### src/rtl/sgpr_vote_comparator.sv
// Registered 2-/3-way voter for the shared GPR write port of a lockstep cluster.
// Forwards the agreed or majority write tuple, flags the suspect channel and escalates persistent faults.
module sgpr_vote_comparator #(
    parameter int DATA_WIDTH      = 32,
    parameter int ADDR_WIDTH      = 5,
    parameter int NUM_CH          = 3,
    parameter int FAULT_THRESHOLD = 3,
    parameter int CNT_WIDTH       = 16
) (
    input  logic                         clk_i,
    input  logic                         rst_ni,
    input  logic [NUM_CH-1:0]            we_i,
    input  logic [NUM_CH*ADDR_WIDTH-1:0] addr_i,
    input  logic [NUM_CH*DATA_WIDTH-1:0] data_i,
    output logic                         we_o,
    output logic [ADDR_WIDTH-1:0]        addr_o,
    output logic [DATA_WIDTH-1:0]        data_o,
    output logic                         mismatch_o,
    output logic                         uncorrectable_o,
    output logic [NUM_CH-1:0]            faulty_ch_o,
    output logic                         recover_req_o,
    input  logic                         recover_ack_i,
    input  logic                         clr_cnt_i,
    output logic [CNT_WIDTH-1:0]         err_cnt_o
);

    if (!(NUM_CH == 2 || NUM_CH == 3)) begin : g_bad_num_ch
        $error("sgpr_vote_comparator: NUM_CH must be 2 or 3");
    end
    if (FAULT_THRESHOLD < 1 || FAULT_THRESHOLD > 15) begin : g_bad_threshold
        $error("sgpr_vote_comparator: FAULT_THRESHOLD must be in 1..15");
    end

    localparam logic [3:0] STRIKE_LIMIT = 4'(FAULT_THRESHOLD);

    typedef enum logic [1:0] {
        ST_OK      = 2'd0,
        ST_SUSPECT = 2'd1,
        ST_FAULT   = 2'd2
    } state_e;

    // Two channels agree when neither writes, or when the whole tuple matches.
    function automatic logic ch_eq(
        input logic                  we_a,
        input logic                  we_b,
        input logic [ADDR_WIDTH-1:0] addr_a,
        input logic [ADDR_WIDTH-1:0] addr_b,
        input logic [DATA_WIDTH-1:0] data_a,
        input logic [DATA_WIDTH-1:0] data_b
    );
        return (!we_a && !we_b) || (we_a == we_b && addr_a == addr_b && data_a == data_b);
    endfunction

    logic [ADDR_WIDTH-1:0] ch_addr [NUM_CH];
    logic [DATA_WIDTH-1:0] ch_data [NUM_CH];

    for (genvar c = 0; c < NUM_CH; c++) begin : g_unpack
        assign ch_addr[c] = addr_i[c*ADDR_WIDTH +: ADDR_WIDTH];
        assign ch_data[c] = data_i[c*DATA_WIDTH +: DATA_WIDTH];
    end

    logic                  vote_we;
    logic [ADDR_WIDTH-1:0] vote_addr;
    logic [DATA_WIDTH-1:0] vote_data;
    logic                  vote_mis;
    logic                  vote_unc;
    logic [NUM_CH-1:0]     suspect;

    if (NUM_CH == 2) begin : g_dmr
        logic eq01;
        assign eq01 = ch_eq(we_i[0], we_i[1], ch_addr[0], ch_addr[1], ch_data[0], ch_data[1]);

        // Any disagreement between two channels cannot be localised.
        always_comb begin
            vote_we   = we_i[0] & eq01;
            vote_addr = ch_addr[0];
            vote_data = ch_data[0];
            vote_mis  = ~eq01;
            vote_unc  = ~eq01;
            suspect   = '0;
        end
    end else begin : g_tmr
        logic eq01;
        logic eq02;
        logic eq12;
        assign eq01 = ch_eq(we_i[0], we_i[1], ch_addr[0], ch_addr[1], ch_data[0], ch_data[1]);
        assign eq02 = ch_eq(we_i[0], we_i[2], ch_addr[0], ch_addr[2], ch_data[0], ch_data[2]);
        assign eq12 = ch_eq(we_i[1], we_i[2], ch_addr[1], ch_addr[2], ch_data[1], ch_data[2]);

        // Equality is transitive, so at most one pair can match when not all three do.
        always_comb begin
            vote_we   = we_i[0];
            vote_addr = ch_addr[0];
            vote_data = ch_data[0];
            vote_mis  = 1'b0;
            vote_unc  = 1'b0;
            suspect   = '0;
            if (!(eq01 && eq02)) begin
                vote_mis = 1'b1;
                if (eq01) begin
                    suspect[2] = 1'b1;
                end else if (eq02) begin
                    suspect[1] = 1'b1;
                end else if (eq12) begin
                    suspect[0] = 1'b1;
                    vote_we    = we_i[1];
                    vote_addr  = ch_addr[1];
                    vote_data  = ch_data[1];
                end else begin
                    vote_unc = 1'b1;
                    vote_we  = 1'b0;
                end
            end
        end
    end

    logic                  all_idle;
    logic                  agree_active;

    assign all_idle     = ~|we_i;
    assign agree_active = ~vote_mis & ~all_idle;

    logic                  we_d,       we_q;
    logic [ADDR_WIDTH-1:0] addr_d,     addr_q;
    logic [DATA_WIDTH-1:0] data_d,     data_q;
    logic                  mismatch_d, mismatch_q;
    logic                  uncorr_d,   uncorr_q;
    logic [NUM_CH-1:0]     faulty_d,   faulty_q;
    logic [3:0]            strike_d,   strike_q;
    logic [CNT_WIDTH-1:0]  cnt_d,      cnt_q;
    state_e                state_d,    state_q;

    // Datapath: address and data only move on an actual voted write.
    always_comb begin
        we_d       = vote_we;
        addr_d     = vote_we ? vote_addr : addr_q;
        data_d     = vote_we ? vote_data : data_q;
        mismatch_d = vote_mis;
        uncorr_d   = vote_unc;

        cnt_d = cnt_q;
        if (clr_cnt_i) begin
            cnt_d = '0;
        end else if (vote_mis && cnt_q != {CNT_WIDTH{1'b1}}) begin
            cnt_d = cnt_q + 1'b1;
        end
    end

    // Strike FSM; the counter and suspect are frozen while recovery is pending.
    always_comb begin
        state_d  = state_q;
        strike_d = strike_q;
        faulty_d = faulty_q;
        case (state_q)
            ST_FAULT: begin
                if (recover_ack_i) begin
                    state_d  = ST_OK;
                    strike_d = '0;
                    faulty_d = '0;
                end
            end
            default: begin
                if (vote_unc) begin
                    state_d = ST_FAULT;
                end else if (vote_mis) begin
                    if (suspect == faulty_q) begin
                        strike_d = (strike_q == 4'hF) ? strike_q : strike_q + 4'd1;
                    end else begin
                        strike_d = 4'd1;
                        faulty_d = suspect;
                    end
                    state_d = (strike_d >= STRIKE_LIMIT) ? ST_FAULT : ST_SUSPECT;
                end else if (agree_active) begin
                    strike_d = '0;
                    state_d  = ST_OK;
                end
            end
        endcase
    end

    always_ff @(posedge clk_i or negedge rst_ni) begin
        if (!rst_ni) begin
            we_q       <= 1'b0;
            addr_q     <= '0;
            data_q     <= '0;
            mismatch_q <= 1'b0;
            uncorr_q   <= 1'b0;
            faulty_q   <= '0;
            strike_q   <= '0;
            cnt_q      <= '0;
            state_q    <= ST_OK;
        end else begin
            we_q       <= we_d;
            addr_q     <= addr_d;
            data_q     <= data_d;
            mismatch_q <= mismatch_d;
            uncorr_q   <= uncorr_d;
            faulty_q   <= faulty_d;
            strike_q   <= strike_d;
            cnt_q      <= cnt_d;
            state_q    <= state_d;
        end
    end

    assign we_o            = we_q;
    assign addr_o          = addr_q;
    assign data_o          = data_q;
    assign mismatch_o      = mismatch_q;
    assign uncorrectable_o = uncorr_q;
    assign faulty_ch_o     = faulty_q;
    assign recover_req_o   = (state_q == ST_FAULT);
    assign err_cnt_o       = cnt_q;

endmodule

### config.mk
export PLATFORM = sky130hd
export DESIGN_NAME = sgpr_vote_comparator
export DESIGN_NICKNAME = d
export VERILOG_FILES = /design/src/rtl/sgpr_vote_comparator.sv
export SDC_FILE = /design/constraint.sdc
export NUM_CORES = 1
export LEC_CHECK = 0
export ABC_AREA = 1
export CAP_MARGIN = 20
export CORE_ASPECT_RATIO = 1.75
export CORE_MARGIN = 5
export CORE_UTILIZATION = 42
export DETAILED_ROUTE_END_ITERATION = 6
export HOLD_SLACK_MARGIN = 0.1
export PLACE_DENSITY_LB_ADDON = 0.05
export SYNTH_ARGS = -nofsm -noshare
export SYNTH_HDL_FRONTEND = slang
export SYNTH_SLANG_ARGS = --single-unit
### constraint.sdc
create_clock -name clk_i -period 1.72 [get_ports clk_i]
set_input_delay 0.516 -clock clk_i [delete_from_list [all_inputs] [get_ports clk_i]]
set_output_delay 0.516 -clock clk_i [all_outputs]
set_load 0.02 [all_outputs]
* Word-level counts from Yosys, hierarchy flattened
Index checks and enable logic that the tools add are counted.
** Word-level totals
- Input bits :: 118
- Output and inout port bits :: 60
- Word-level logic and storage cells :: 100
- Flip-flop bits (word level) :: 65
** Operators by class
- Mux-type cells :: 46
- $lt $le $gt $ge :: 1
- Eq/ne operators :: 19
- Reduce and logical (&&, ||, !) cells :: 22
- Bitwise operators :: 1
- Add/sub/neg operators :: 2
** Operators by type and width (number)
- 32-bit 2-to-1 mux :: 4
- 32-bit == test :: 3
- 4-bit 2-to-1 mux :: 10
- 16-bit 2-to-1 mux :: 2
- 5-bit 2-to-1 mux :: 4
- 3-bit 2-to-1 mux :: 6
- 16-bit by 1-bit adder with 16-bit output, second input constant :: 1
- 16-bit != test, second input constant :: 1
- 5-bit == test :: 3
- 2-bit 2-to-1 mux :: 7
- 1-bit 2-to-1 mux :: 13
- 1-bit logical AND :: 11
- 2-bit != test, second input constant :: 3
- 4-bit by 1-bit adder with 4-bit output, second input constant :: 1
- 4-bit == test, second input constant :: 1
- 4-bit by 2-bit greater-or-equal comparator with 1-bit output, second input constant :: 1
- 4-bit != test, second input constant :: 1
- 4-bit AND reduction :: 1
- 1-bit == test :: 3
- 3-bit == test :: 1
- 1-bit zero test :: 3
- 1-bit logical OR :: 3
- 3-bit != test, second input constant :: 1
- 3-bit AND reduction :: 1
- other kinds (6) :: 6

* Logic depth before layout (Yosys ltp)
Gate-level depths: netlist of run 1.
- Depth after elaboration :: 18
- Mapped depth :: 20
- Mapped depth without buffers :: 20

* Least setup slack after synthesis of run 1
Ideal clock, no wire load.
- Path kind :: input -> register
- Start :: input port we_i[0]
- End :: register addr_q[0], in the netlist addr_o[0]
- Data required time :: 1590 ps
- Cell stages on the path :: 14
- Path buffers :: 2
- Arrival :: 2160 ps
- Library setup time :: 130 ps
- Path slack :: -570 ps
- Cell sequence :: inv_1 > ha_1 > inv_1 > nand2_1 > nor2_1 > nand2_1 > nor2_1 > nand3_1 > o21ai_4 > nor2_4 > o22ai_2 > buf_4 > buf_2 > a31oi_1
** Between the ends
- Cells in the longest elaborated chain, start to end :: 7
- Elaborated cells between the ends (all ways) :: 18
- Classes of those cells :: eq/ne (2); mux (6); reduce/logical (10)
** Ends and longest elaborated chain
- start: declaration :: line 12 : input logic [NUM_CH-1:0] we_i,
- 1-bit == test :: line 51 : return (!we_a && !we_b) || (we_a == we_b && addr_a == addr_b && data_a == data_b);
- 1-bit logical AND (2 in a row) :: line 51
- 1-bit logical OR :: line 51
- 5-bit 2-to-1 mux / 1-bit 2-to-1 mux (equally long branches) :: line 102 : end else if (eq02) begin
- 5-bit 2-to-1 mux / 1-bit 2-to-1 mux (equally long branches) :: line 100 : if (eq01) begin
- 5-bit 2-to-1 mux / 1-bit 2-to-1 mux (equally long branches) :: line 98 : if (!(eq01 && eq02)) begin
- end signal: assignment :: line 194 : addr_q <= addr_d;
- end: declaration :: line 124 : logic [ADDR_WIDTH-1:0] addr_d, addr_q;
Several ways; a longest one is shown, not always the timed one.
A chain may end at the register's enable or synchronous reset.

* Worst setup path after layout of run 1
- Start :: input port data_i[86]
- End :: register data_q[18], in the netlist data_o[18]
** Between the ends
- Cells in the longest elaborated chain, start to end :: 7
- Elaborated cells between the ends (all ways) :: 15
- Classes of those cells :: eq/ne (2); mux (8); reduce/logical (5)
** Ends and longest elaborated chain
- start: declaration :: line 14 : input logic [NUM_CH*DATA_WIDTH-1:0] data_i,
- 32-bit == test :: line 51
- 1-bit logical AND :: line 51
- 1-bit logical OR :: line 51
- 32-bit 2-to-1 mux / 1-bit 2-to-1 mux (equally long branches) :: line 104 : end else if (eq12) begin
- 32-bit 2-to-1 mux / 1-bit 2-to-1 mux (equally long branches) :: line 102
- 32-bit 2-to-1 mux / 1-bit 2-to-1 mux (equally long branches) :: line 100
- 32-bit 2-to-1 mux / 1-bit 2-to-1 mux (equally long branches) :: line 98
- end signal: assignment :: line 195 : data_q <= data_d;
- end: declaration :: line 125 : logic [DATA_WIDTH-1:0] data_d, data_q;
Several ways; a longest one is shown, not always the timed one.

==> flow_metrics.tcl, run 1 <==
set metrics [dict create \
    final_hold_viol_count 0 \
    io_pins 178 \
    die_area_sq_mm 0.01461 \
    hold_buffers 0 \
    route.met3.wl_um 1376 \
    io_buffers 177 \
    synth_nets 950 \
    fin_ws_ps -605.4 \
    setup_viol 65 \
    vias 6658 \
    crit_buf_inv 4 \
    grt_pass1_wl_um 33230 \
    syn_inst 827 \
    rr_startpoint "err_cnt_o[0]$_DFFE_PN0P_" \
    leakagePower_uw 0.004536 \
    worstSetupPathDepth 15 \
    top_layer_used "met4" \
    synth_ff_type "dfrtp_1" \
    placed_cells_incl_taps 1259 \
    grtUsageTotal 0.2946 \
    fillerInstances 1001 \
    antenna_left 0 \
    fmax_mhz 430.0 \
    crit_type "input port to flop" \
    drtIter0Drc 452 \
    cts_tree "yes" \
    area_delta_synth_final_pct 70.10 \
    cp_max_fo 7 \
    maxCapViolCount 0 \
    start_kind "input port" \
    r2r-end "err_cnt_o[15]$_DFFE_PN0P_" \
    synth-async-reset-ratio 1.000 \
    synth-edff-count 0 \
    fin_skew_ps 6.081 \
    initial_core_util 0.4274 \
    path_cells "clkdlybuf4s15_1, xnor2_1, nand3_1, nor2_1, nand2_1, nor2_4, nand2_2, nand2_4, nor2_4, o22ai_4, buf_6, buf_6, buf_8, nor2_1, a31oi_1" \
    seqCellArea_sq_mm 0.001627 \
    ys_warn_count 0 \
    outcome "complete, but fails checks" \
    ys_seq_area_frac 0.3171 \
    layout_min_cycle_time_ps 2325 \
    multiInputGateArea_sq_mm 0.003378 \
    peakVddDrop_mv 0.5464 \
    final_nets 1261 \
    cp_top_family "simple AND/OR/NAND/NOR gates" \
    r2r_setup_slack_ps -380 \
    cp_data_arrival_time_ps 2590 \
    netlist_area_sq_mm 0.005130 \
    overflow 0 \
    clock_latency_ps 340 \
    place_congestion 0.9193 \
    wl_met2_um 11460 \
    wl_per_cell_um 16.49 \
    cts-root-buf "clkbuf_16" \
    cp_data_required_time_ps 1980 \
    dp_hpwl_um 15510 \
    wl_um 21570 \
    rsz0062_at_grt "yes" \
    failed_checks "setup timing" \
    finalCritPeriodShare 1.352 \
    fp.dieW_um 93.55 \
    synth-seq-cells 65 \
    relSlewSlack 0.7312 \
    stdcell_count 1308 \
    syn_area_per_cell_sq_um 6.203 \
    diodes 0 \
    path_clk_slew_ps 60 \
    drive_above_1_share 0.3482 \
    grt_pass1_vias 6769 \
    worst_pin_slew_ps 400.2 \
    whs_ps 175.4 \
    drc 0 \
    max_stage_delay_ps 240 \
    drt-pass1-iter-count 6 \
    synth.distinct_cells 37 \
    viasPerCell 5.090 \
    drv_slew 0 \
    cts_buffers 9 \
    antenna_found_initial 0 \
    final_cell_mix "nand2_1 (252), buf_4 (116), inv_1 (99)" \
    coreArea_sq_mm 0.01200 \
    cp-end-kind "flop" \
    grt_max_degree 66 \
    slowest_stage "clkdlybuf4s15_1" \
    r2r_cells 15 \
    layout_commonest_cell "nand2_1" \
    row_count 53 \
    power.density_mw_per_mm2 817.3 \
    clock_path_buffers 2 \
    met1_length_um 7391 \
    ctsHtreeMaxLevel 3 \
    die_h_um 156.2 \
    hp-class "input port to async pin" \
    cts.sinks 65 \
    power_uw 7131 \
]
cells in the mapped netlist (6+ instances only):
master	number	area [sq um]
dfrtp_1	65	1627
a31oi_1	38	237.7
nand4_1	9	56.30
nand3_1	54	270.3
buf_2	12	60.06
a21oi_1	16	80.08
xnor2_1	14	122.6
o22ai_1	24	150.1
inv_2	9	33.78
nand2_1	266	998.5
xor2_1	7	61.31
o21ai_1	7	35.03
nor3_1	9	45.04
nor2_1	110	412.9
inv_1	122	457.9
o21ai_0	21	105.1
nand2_2	6	37.54
report_power, final:
part	switching [uW]	internal, uW
combinational	1650	1260
sequential	211	1790
clock	753	1460
worst reg2reg max path: cells and delay by family, from the launching register on:
| family | cells | cell delay [ps] |
|---|---|---|
| AND/OR/NAND/NOR | 13 | 1240 |
| flip-flops | 1 | 370 |
| buffers and inverters | 1 | 140 |
| adder cells (fa/ha/maj) | 1 | 230 |
timing repair:
action	CTS	global route
resized for setup	473	143
buffers inserted	26	11
setup endpoints to repair	125	68
cloned	7	1
pin swaps	74	67
cell families (layout without fill, tap and decap cells):
| family | Yosys count | after routing | synth area share |
|---|---|---|---|
| xor gates and xnor gates | 21 | 21 | 0.03585 |
| adders and majority gates | 5 | 5 | 0.01220 |
| DFF | 65 | 65 | 0.3171 |
| and+or+nand+nor | 469 | 469 | 0.3805 |
| AOI/OAI and AO/OA | 115 | 115 | 0.1351 |
| buffers and inverters | 152 | 468 | 0.1193 |
sequential cells by signal, summed over array words and instances, names as in the netlist:
signal           flops
data_o              32
err_cnt_o           16
addr_o               5
strike_q             4
faulty_ch_o          3
state_q              2
mismatch_o           1
uncorrectable_o      1
we_o                 1
per-stage QoR:
stage | area, sq um | setup WS [ps] | TNS (ps) | util
6_report | 8726 | -605.4 | -33470 | 0.7270
5_1_grt | 8726 | -694.6 | -38690 | 0.7270
4_1_cts | 8869 | -525.4 | -27560 | 0.7389
3_5_place_dp | 7920 | -1398 | -84890 | 0.6599
3_3_place_gp | 7920 | -1330 | -81840 | 0.6599
2_1_floorplan | 5205 | -462.7 | -24150 | -
layer usage:
metal / global-route usage / up-vias
li1: - / 3265
met1: 0.3045 / 3015
met2: 0.5379 / 288
met3: 0.05695 / 90
met4: 0.1784 / 0
met5: 0 / -
layout make-up:
class | instances | share of cell area
Sequential cell | 65 | 0.1864
Inverter | 131 | 0.05922
Clock inverter | 6 | 0.01319
Tap cell | 165 | 0.02366
Multi-Input combinational cell | 610 | 0.3872
Timing Repair Buffer | 321 | 0.3030
Clock buffer | 10 | 0.02739
worst max path at each step:
stage	startpoint	end	slack (ps)
floorplan	we_i[1]	err_cnt_o[15]$_DFFE_PN0P_	-460
global placement	we_i[1]	strike_q[0]$_DFFE_PN0P_	-1330
detailed placement	we_i[1]	data_o[11]$_DFFE_PN0P_	-1400
CTS	we_i[0]	data_o[10]$_DFFE_PN0P_	-530
global route	data_i[86]	data_o[0]$_DFFE_PN0P_	-690
finish	data_i[86]	data_o[18]$_DFFE_PN0P_	-610
No activity file was read; power rests on OpenSTA's default activity.
==> run 2: changes to the inputs <==
Settings changed: CELL_PAD_IN_SITES_DETAIL_PLACEMENT set to 1, CELL_PAD_IN_SITES_GLOBAL_PLACEMENT set to 1, CORE_UTILIZATION 42 to 28.
==> run 2 against run 1 <==
Compared with the run above: the flow still finishes with violations (setup timing); worst hold slack better by 250 ps; via count grew 7.6%; cell area grew 12%; sequential power up 2%; critical path type unchanged; clock power up 3%.
==> flow_metrics.tcl, run 2 (synthesis results as in run 1) <==
set metrics [dict create \
    outcome "complete, but fails checks" \
    failed_checks "setup timing" \
    cts-root-buf "clkbuf_16" \
    hp-class "input port to flop" \
    r2r_setup_slack_ps -520 \
    path_clk_slew_ps 60 \
    wl_um 28530 \
    drc 0 \
    die_area_sq_mm 0.02124 \
    die_h_um 189.1 \
    io_buffers 177 \
    cts.sinks 65 \
    wl_per_cell_um 19.84 \
    drtIter0Drc 301 \
    viasPerCell 4.983 \
    antenna_left 0 \
    antenna_found_initial 0 \
    overflow 0 \
    grt_pass1_wl_um 41770 \
    drt-pass1-iter-count 4 \
    diodes 0 \
    fmax_mhz 412.3 \
    cp-end-kind "flop" \
    layout_commonest_cell "nand2_1" \
    grt_max_degree 33 \
    clock_path_buffers 2 \
    final_cell_area_sq_mm 0.009749 \
    relSlewSlack 0.6288 \
    place_area_sq_mm 0.008397 \
    r2r_cells 15 \
    peakVddDrop_mv 0.4510 \
    final_nets 1322 \
    r2r-end "err_cnt_o[15]$_DFFE_PN0P_" \
    initial_core_util 0.2841 \
    final_cell_mix "nand2_1 (229), buf_4 (159), inv_1 (88)" \
    cts_tree "yes" \
    dp_hpwl_um 19740 \
    largest_register_ffs 32 \
    min_from "data_i[29]" \
    grtUsageTotal 0.2547 \
    cp_data_required_time_ps 1970 \
    drv_slew 0 \
    start_kind "input port" \
    ctsHtreeMaxLevel 3 \
    maxCapViolCount 0 \
    power.density_mw_per_mm2 800.5 \
    cp_max_fo 7 \
    leakagePower_uw 0.004896 \
    fin_ws_ps -705.2 \
    final_hold_viol_count 0 \
    area_delta_synth_final_pct 90.05 \
    grt_pass1_vias 7897 \
    final_core_util 0.5400 \
    io_pins 178 \
    fp.dieW_um 112.3 \
    hold_depth 3 \
    rsz0062_at_grt "yes" \
    layout_min_cycle_time_ps 2425 \
    coreArea_sq_mm 0.01805 \
    whs_ps 428.8 \
    finalCritPeriodShare 1.410 \
    vias 7166 \
    power_uw 7804 \
    clock_latency_ps 350 \
    worst_pin_slew_ps 551.0 \
    place_congestion 0.8637 \
    rr_startpoint "err_cnt_o[0]$_DFFE_PN0P_" \
    fin_setup_tns_ps -37960 \
    crit_type "input port to flop" \
    whs_endpoint "data_o[29]$_DFFE_PN0P_" \
    cp_data_arrival_time_ps 2680 \
    fin_skew_ps 13.53 \
    drive_above_1_share 0.4452 \
    setup_viol 65 \
    cts_buffers 9 \
    row_count 65 \
]
run 2: cell count changes in the layout (fill, tap and decap cells not counted), moves of 7 or more:
cell	before	now
nand2_2	11	34
buf_4	116	159
clkdlybuf4s15_1	6	13
buf_6	18	28
dlygate4sd2_1	65	54
nor2_1	73	45
nand2_1	252	229
nor2_4	17	39
inv_1	99	88
buf_2	44	51
inv_2	28	38
nand3_1	50	43
run 2: through the flow:
| stage | cells | setup slack, ps |
|---|---|---|
| 3_3_place_gp | 1380 | -1407 |
| 3_5_place_dp | 1380 | -1529 |
| 4_1_cts | 1423 | -583.3 |
| 2_1_floorplan | 827 | -462.7 |
| 6_report | 1438 | -705.2 |
| 5_1_grt | 1438 | -799.5 |
run 2: cell type report:
type | count | area [sq um]
Fill cell | 2313 | 8305
Multi-Input combinational cell | 610 | 3740
Timing Repair Buffer | 382 | 3227
Sequential cell | 65 | 1627
Inverter | 131 | 519.2
Tap cell | 234 | 292.8
Clock buffer | 10 | 229.0
Clock inverter | 6 | 115.1
run 2: power breakdown:
part	switching, uW	internal, uW
clock network	837	1430
registers	254	1790
logic	1980	1520
run 2: how the worst max path moves through the flow:
stage	start	slack, ps	depth (start not counted)	end
2_1_floorplan	we_i[1]	-460	18	err_cnt_o[15]$_DFFE_PN0P_
3_3_place_gp	we_i[1]	-1410	15	data_o[31]$_DFFE_PN0P_
3_5_place_dp	we_i[1]	-1530	15	data_o[31]$_DFFE_PN0P_
4_1_cts	we_i[0]	-580	22	state_q[1]$_DFFE_PN0P_
5_1_grt	we_i[1]	-800	22	state_q[1]$_DFFE_PN0P_
6_report	addr_i[9]	-710	17	data_o[31]$_DFFE_PN0P_
run 2: critical path, cell delays in order:
cell and delay, ps:
clkdlybuf4s15_2 230, inv_1 60, nand2_1 80, nand2_2 80, nor2_2 140, nand2_2 110, nor2_4 120, nand3_4 90
o21ai_4 190, buf_6 130, nor2_4 60, o22ai_4 210, buf_12 150, buf_12 120, buf_16 160, nor2_4 40
a31oi_1 170
run 2: layer usage:
| metal | vias up | global-route usage | share of wire |
|---|---|---|---|
| met5 | - | 0 | 0 |
| met4 | 0 | 0.1328 | 0.059 |
| met3 | 87 | 0.03997 | 0.041 |
| met2 | 223 | 0.5007 | 0.57 |
| met1 | 3480 | 0.2488 | 0.33 |
| li1 | 3376 | - | - |
run 2: what timing repair did:
| item | in CTS | in global routing |
|---|---|---|
| buffers inserted | 21 | 20 |
| hold buffers | 1 | 0 |
| hold endpoints to repair | 2 | 0 |
| gates cloned | 9 | 0 |
| pin swaps | 81 | 90 |
| gates resized for setup | 554 | 212 |
| endpoints found under the setup margin | 125 | 74 |
